[config.mk]
export PLATFORM = sky130hd
export DESIGN_NAME = rojo_io_responder
export DESIGN_NICKNAME = d
export VERILOG_FILES = /design/src/rtl/rojo_io_responder.sv
export SDC_FILE = /design/constraint.sdc
export NUM_CORES = 1
export LEC_CHECK = 0
export CORE_AREA = 2 2 80 67
export DETAILED_ROUTE_END_ITERATION = 8
export DIE_AREA = 0 0 82 69
export GPL_TIMING_DRIVEN = 0
export PLACE_DENSITY = 0.81
export SYNTH_ARGS = -nofsm -noshare
export SYNTH_HDL_FRONTEND = slang
export SYNTH_SLANG_ARGS = --single-unit
[constraint.sdc]
create_clock -name clk -period 2.42 [get_ports clk]
set_input_delay 0.242 -clock clk [delete_from_list [all_inputs] [get_ports clk]]
set_output_delay 0.242 -clock clk [all_outputs]
set_load 0.005 [all_outputs]
[src/rtl/rojo_io_responder.sv]
// rtl/rojo_io_responder.sv - port-mapped I/O responder: scratch, loopback FIFO, status, IRQ handshake.
// Optional 8-bit interval timer compiled in with ROJO_IO_TIMER_EN.
module rojo_io_responder #(
  parameter int PORT_WIDTH = 8,
  parameter int PORT_DEPTH = 8,
  parameter int FIFO_DEPTH = 4
) (
  input  logic                  clk,
  input  logic                  reset_n,
  input  logic [PORT_DEPTH-1:0] port_id,
  input  logic                  write_strobe,
  input  logic [PORT_WIDTH-1:0] out_port,
  input  logic                  read_strobe,
  input  logic                  interrupt_ack,
  output logic [PORT_WIDTH-1:0] in_port,
  output logic                  interrupt
);

  localparam int PTR_W = $clog2(FIFO_DEPTH);
  localparam int CNT_W = PTR_W + 1;

  localparam logic [PORT_DEPTH-1:0] A_SCRATCH = PORT_DEPTH'(0);
  localparam logic [PORT_DEPTH-1:0] A_FIFO    = PORT_DEPTH'(1);
  localparam logic [PORT_DEPTH-1:0] A_STATUS  = PORT_DEPTH'(2);
  localparam logic [PORT_DEPTH-1:0] A_MASK    = PORT_DEPTH'(3);
  localparam logic [PORT_DEPTH-1:0] A_TIMER   = PORT_DEPTH'(4);

  typedef enum logic [1:0] {
    S_IDLE,
    S_REQ,
    S_HOLD
  } irq_state_t;

  logic [PORT_WIDTH-1:0] scratch;
  logic [1:0]            irq_mask;
  logic                  overflow;
  logic                  timer_flag;
  logic [PORT_WIDTH-1:0] timer_rd;

  logic [PORT_WIDTH-1:0] mem [FIFO_DEPTH];
  logic [PTR_W-1:0]      wr_ptr;
  logic [PTR_W-1:0]      rd_ptr;
  logic [CNT_W-1:0]      count;

  logic empty;
  logic full;
  logic push_req;
  logic push_ok;
  logic pop_ok;
  logic drop;
  logic clr_ovf;
  logic pending;
  logic [7:0]            status;
  logic [PORT_WIDTH-1:0] rd_data;
  irq_state_t            irq_state;

  assign empty    = (count == '0);
  assign full     = (count == CNT_W'(FIFO_DEPTH));
  assign push_req = write_strobe & (port_id == A_FIFO);
  assign pop_ok   = read_strobe & (port_id == A_FIFO) & ~empty;
  // A push into a full FIFO still lands when the same cycle frees a slot.
  assign push_ok  = push_req & (~full | pop_ok);
  assign drop     = push_req & full & ~pop_ok;
  assign clr_ovf  = write_strobe & (port_id == A_STATUS) & out_port[2];
  assign status   = {4'b0000, timer_flag, overflow, full, empty};
  assign pending  = (irq_mask[0] & ~empty) | (irq_mask[1] & timer_flag);

  always_ff @(posedge clk or negedge reset_n) begin
    if (!reset_n) begin
      scratch  <= '0;
      irq_mask <= '0;
      overflow <= 1'b0;
      wr_ptr   <= '0;
      rd_ptr   <= '0;
      count    <= '0;
    end else begin
      if (write_strobe && port_id == A_SCRATCH) scratch <= out_port;
      if (write_strobe && port_id == A_MASK) irq_mask <= out_port[1:0];
      if (push_ok) wr_ptr <= wr_ptr + PTR_W'(1);
      if (pop_ok) rd_ptr <= rd_ptr + PTR_W'(1);
      case ({push_ok, pop_ok})
        2'b10:   count <= count + CNT_W'(1);
        2'b01:   count <= count - CNT_W'(1);
        default: count <= count;
      endcase
      if (drop) overflow <= 1'b1;
      else if (clr_ovf) overflow <= 1'b0;
    end
  end

  // Storage needs no reset: clearing the pointers discards the contents.
  always_ff @(posedge clk) begin
    if (push_ok) mem[wr_ptr] <= out_port;
  end

`ifdef ROJO_IO_TIMER_EN
  logic [7:0] timer_reload;
  logic [7:0] timer_count;
  logic       wr_reload;
  logic       clr_tf;
  logic       tick;

  assign wr_reload = write_strobe & (port_id == A_TIMER);
  assign clr_tf    = write_strobe & (port_id == A_STATUS) & out_port[3];
  assign tick      = ~wr_reload & (timer_reload != 8'd0) & (timer_count == 8'd0);
  assign timer_rd  = PORT_WIDTH'(timer_reload);

  always_ff @(posedge clk or negedge reset_n) begin
    if (!reset_n) begin
      timer_reload <= 8'd0;
      timer_count  <= 8'd0;
      timer_flag   <= 1'b0;
    end else begin
      if (wr_reload) begin
        timer_reload <= out_port[7:0];
        timer_count  <= out_port[7:0];
      end else if (timer_reload != 8'd0) begin
        if (timer_count == 8'd0) timer_count <= timer_reload;
        else timer_count <= timer_count - 8'd1;
      end
      // An expiry in the same cycle as a clear wins so no tick is lost.
      if (tick) timer_flag <= 1'b1;
      else if (clr_tf) timer_flag <= 1'b0;
    end
  end
`else
  assign timer_flag = 1'b0;
  assign timer_rd   = '0;
`endif

  always_comb begin
    rd_data = '0;
    case (port_id)
      A_SCRATCH: rd_data = scratch;
      A_FIFO:    rd_data = empty ? '0 : mem[rd_ptr];
      A_STATUS:  rd_data = PORT_WIDTH'(status);
      A_MASK:    rd_data = PORT_WIDTH'(irq_mask);
      A_TIMER:   rd_data = timer_rd;
      default:   rd_data = '0;
    endcase
  end

  always_ff @(posedge clk or negedge reset_n) begin
    if (!reset_n) in_port <= '0;
    else in_port <= rd_data;
  end

  always_ff @(posedge clk or negedge reset_n) begin
    if (!reset_n) begin
      irq_state <= S_IDLE;
      interrupt <= 1'b0;
    end else begin
      case (irq_state)
        S_IDLE: begin
          if (pending) begin
            irq_state <= S_REQ;
            interrupt <= 1'b1;
          end
        end
        S_REQ: begin
          if (interrupt_ack) begin
            irq_state <= S_HOLD;
            interrupt <= 1'b0;
          end
        end
        S_HOLD: begin
          irq_state <= S_IDLE;
          interrupt <= 1'b0;
        end
        default: begin
          irq_state <= S_IDLE;
          interrupt <= 1'b0;
        end
      endcase
    end
  end

endmodule

Word level (Yosys, flattened, before mapping)
Memory sizes are Yosys's and may differ from the RTL's.
Index checks and enable logic that the tools add are counted.

cells by class
  reduce and logical (&&, ||, !) cells = 8
  add/sub/neg operators = 4
  equality and inequality tests = 9
  bitwise operators = 13
  muxes and demuxes = 13

operators with widths
  cell                   number
  $pmux W8 S4            1
  $eq A8 B2 Y1 const B   2
  $and A1 B1 Y1          9
  $eq A8 B1 Y1 const B   1
  $logic_not A8 Y1       1
  $mux W8                1
  $mux W1                6
  $pmux W3 S2            1
  $add A2 B1 Y2 const B  2
  $eq A2 B1 Y1 const B   2
  $mux W2                2
  $ne A2 B2 Y1 const B   2
  $pmux W2 S2            1
  $reduce_bool A2 Y1     2
  $add A3 B1 Y3 const B  1
  $eq A3 B3 Y1 const B   1
  $logic_not A3 Y1       1
  $not A1 Y1             3
  $sub A3 B1 Y3 const B  1
  $eq A2 B2 Y1 const B   1
  $logic_and A1 B1 Y1    2
  $logic_not A2 Y1       1
  $pmux W1 S2            1
  $reduce_and A2 Y1      1
  $or A1 B1 Y1           1

word-level totals
  RAM bits = 32
  memories = 1
  flip-flop bits (word level) = 29
  output and inout bits = 9
  input port bits = 21

memories
  name  depth  width  rd ports  clocked after memory_dff  write ports  line  text
  mem   4      8      1         0                         1            40    logic [PORT_WIDTH-1:0] mem [FIFO_DEPTH];

Depth between registers and ports, before layout
  word-level depth = 7
  depth in mapped cells = 9
  mapped depth without buffers = 8

Least setup slack after synthesis
OpenSTA, ideal clock, no wires.

  path type = input to register
  start = input port_id[0]
  end = register count[2]
  buffers on the path = 1
  arrival = 2.308 ns
  data required time = 2.341 ns
  setup slack = 0.033 ns
  library setup time = 0.079 ns
  cell stages on the path = 9
  cells stage by stage = buf_4 -> nor4b_1 -> nand4_1 -> or2_2 -> fa_1 -> nor2b_1 -> nand4_1 -> mux2i_1 -> xor2_1

between the ends
  cells in the longest elaborated chain, start to end = 7
  elaborated cells between the ends (all ways) = 10
  those cells by class = 3 x eq/ne; 1 x mux; 5 x bitwise; 1 x reduce/logical

ends and longest elaborated chain
  element                                            line    text
  start, declared                                    10      input logic [PORT_DEPTH-1:0] port_id,
  $eq A8 B1 Y1 (*)                                   59, 60
  $and A1 B1 Y1 (2 in a row)                         60      assign pop_ok = read_strobe & (port_id == A_FIFO) & ~empty;
  $or A1 B1 Y1                                       62      assign push_ok = push_req & (~full | pop_ok);
  $and A1 B1 Y1                                      62
  $eq A2 B1 Y1 or $eq A2 B2 Y1 (tied branches)       81      case ({push_ok, pop_ok})
  $pmux W3 S2 or $reduce_bool A2 Y1 (tied branches)  n/a
  end signal, assigned                               82      2'b10: count <= count + CNT_W'(1);
  end signal, assigned                               83      2'b01: count <= count - CNT_W'(1);
  end signal, assigned                               84      default: count <= count;
  end, declared                                      43      logic [CNT_W-1:0] count;

Mark *: on every way between the ends. The rest lies on a longest branch, timed or not.
A chain may end at the register's enable or synchronous reset.

Worst setup path in the final report
  start = input port_id[2]
  end = register count[2]

The elaborated chain is that of the path after synthesis.

==> results.md <==
* Syn Nets at 191
* Core area at 0.00483 mm^2
* Least-Margin Pin Slew at 0.656 ns
* Filler cell count at 341
* Final period utilization at 93.3%
* Reg-to-Reg Start: count[2]
* Peak supply drop at 0.342 mV
* Top_reg_cell synth: edfxtp_1
* Max Fclk at 443 MHz
* Startpoint Class: input pin
* Internal power at 0.00157 W
* Combinational group share of total power at 7.5%
* Most frequent cell after synthesis: edfxtp_1
* Post-Syn Area at 0.00256 mm^2
* Fin. Hold Viols at 0
* Full die area at 0.00566 mm^2
* Sw frac at 21.5%
* Diodes inserted at 0
* Avg Inst Size Synth at 15.5 um^2
* Largest net degree at the start of global routing at 29
* Antenna violations before repair at 0
* Starting density of the core at 53.1%
* Worst Path Required at 2.68 ns
* Top Ports at 30
* Worst r2r dst: count[2]
* Setup violators final at 0
* Die Span X at 82 um
* CP arrival at 2.52 ns
* Leading cell types by count after synthesis: 32 x edfxtp_1, 28 x dfrtp_1, 14 x inv_1
* Layout cells sized above 1 at 22.5%
* Asr flop ratio synth at 46.7%
* R2R setup slack at 0.29 ns
* Wire per inst at 17.2 um
* Cts bufs inserted at 9
* Sequential fraction of design power at 55.8%
* Crit end category: flip-flop
* Seq/Total Area, Yosys at 64.8%
* Max_cap viols at 0
* Clk root buf: clkbuf_8
* Antenna Violating Nets Remaining at 0
* Routed wire length at 4720 um
* # DRC at 0
* Routability cong. at 0.904
* Synth top area cells: edfxtp_1 37%, dfrtp_1 27%, mux4_2 7.0%
* Synth warnings at 0
* Synth top area share at 37.5%
* Kind of critical path: in2reg
* DR pass1 iterations at 4
* Number of synthesized flops with an enable pin at 32
* Worst hold endpoint: in_port[2]
* Final setup TNS at 0 ns
* Synth Register Bits at 60
* Die Height at 69 um
* Worst slew margin at 56.2%
* Hold depth at 2
* Distinct cells, synth at 39
* Power per cell area at 635 mW/mm^2
* Clock share of power at 36.7%
* Starting DRC count in detailed routing at 148
* Sw Pwr at 0.000431 W
* Post-layout min period at 2.26 ns
* Syn-to-layout area delta at 22.8%
* Deepest clock path buffer count at 2
* Clock latency at the later pin of the worst-skew pair at 0.33 ns
* Cells after Synth at 165
* Final #Nets at 234
* Synth area leader: edfxtp_1
* First-pass GRT wire length at 7810 um
* Final count of pins violating max slew at 0
* Gr usage total at 19.2%
* Vias at 1518
* Port bufs at 28
* Vias per cell at 5.52
* Clock-pin slew on the worst setup and hold paths at 0.06 ns
* Vias in the first global route at 1552
* Pre-CTS setup slack at -0.735 ns
* Final Util at 65.2%
* Worst Skew at 0.00802 ns
* Hold wc startpoint: port_id[0]
* Hold Path Class: in2reg
* Hpwl dp at 3230 um
* Final worst setup slack at 0.163 ns
* CTS sink count at 60
* Outcome: complete, no violations
* CTS tree: yes
* Pleak at 1.27 nW
* R2R depth at 8
* Crit path max fanout at 3
* GRT Residual Overflow at 0
* H-tree depth at 3
* FP Rows at 23
-- stage by stage --
step	total power (W)	hold WS (ns)	area, um^2	instances
floorplan	0.00121	-0.0536	2560	165
global placement	0.00127	0.410	2920	255
detailed placement	0.00128	0.422	2920	255
CTS	0.00202	0.199	3110	272
global route	0.00209	0.208	3150	275
finish	0.00200	0.209	3150	275
-- cells by family (layout without fill, tap and decap cells) --
| logic type | Yosys count | in the layout | synth area share (%) |
|---|---|---|---|
| AOI/OAI and AO/OA | 16 | 16 | 4.78 |
| DFF | 60 | 60 | 64.8 |
| adders and majority gates | 5 | 5 | 2.73 |
| buffers and inverters | 18 | 66 | 2.83 |
| and+or+nand+nor | 37 | 37 | 9.32 |
| xor gates and xnor gates | 5 | 5 | 1.71 |
| muxes | 24 | 24 | 13.9 |
-- layer usage --
layer,track usage (%),part of all wire (%),up-vias
met2,28.9,50,40
met1,25.7,43,763
met3,6.28,4.7,13
met4,7.96,2.0,0
met5,0,0,-
li1,-,-,702
-- power by group through the flow --
stage	Combinational [W]	Clock, W	Sequential [W]
floorplan	0.0000741	0	0.00113
global placement	0.000136	0	0.00113
detailed placement	0.000145	0	0.00114
CTS	0.000149	0.000752	0.00112
global route	0.000167	0.000803	0.00112
finish	0.000150	0.000735	0.00112
-- state kept, by name, summed over array words and instances, names as in the netlist --
register	flops
count	3
in_port	8
rd_ptr	2
irq_mask	2
irq_state	1
overflow	1
interrupt	1
scratch	8
wr_ptr	2
mem	32
-- critical path, stage by stage --
cell and delay, ns:
clkdlybuf4s50_1 0.46, nor4_4 0.38, nand4_1 0.15, or2_2 0.31, fa_1 0.39, nor2b_1 0.15
nand4_1 0.11, mux2i_1 0.17, xor2_1 0.16
-- cell type report --
type / instances / area [um^2] / area share [%]
multi-input cells: 87 / 861 / 27.3
well taps: 62 / 77.6 / 2.46
repair buffers: 32 / 315 / 10.0
clock inverters: 3 / 13.8 / 0.437
flip-flops and latches: 60 / 1660 / 52.7
clock buffers: 13 / 149 / 4.73
inverters: 14 / 52.6 / 1.67
plain buffers: 4 / 20.0 / 0.635
-- worst max path at each step --
stage | to | start | cells after the start | slack, ns
final | count[2] | port_id[2] | 9 | 0.16
after global routing | count[2] | port_id[2] | 9 | -0.04
after CTS | count[2] | port_id[7] | 9 | 0.11
after detailed placement | count[2] | port_id[7] | 9 | -0.73
after global placement | count[2] | port_id[7] | 9 | -0.59
after floorplan | count[2] | port_id[0] | 9 | 0.03
-- cells in the final DEF, fill, tap and decap left out, drive strengths merged, types with 2 or more instances in the layout --
cell / instances
o21ai: 3
clkdlybuf4s50: 24
mux2i: 4
nand2: 5
a21oi: 2
xor2: 2
inv: 14
and2: 4
mux2: 12
or3: 2
ha: 4
nand3: 5
dfrtp: 28
buf: 7
mux4: 8
o2bb2ai: 8
nand4: 2
nor2b: 2
nor2: 6
edfxtp: 32
dlymetal6s2s: 3
clkbuf: 14
nor3: 3
xnor2: 3
nor4b: 2
clkinv: 3
-- what timing repair did --
action,CTS,global route
hold buffers,0,1
endpoints found under the hold margin,0,28
pin swaps,1,3
buffers inserted,1,2
gates resized for setup,3,4
setup endpoints to repair,9,1
No activity file was read; power rests on OpenSTA's default activity.
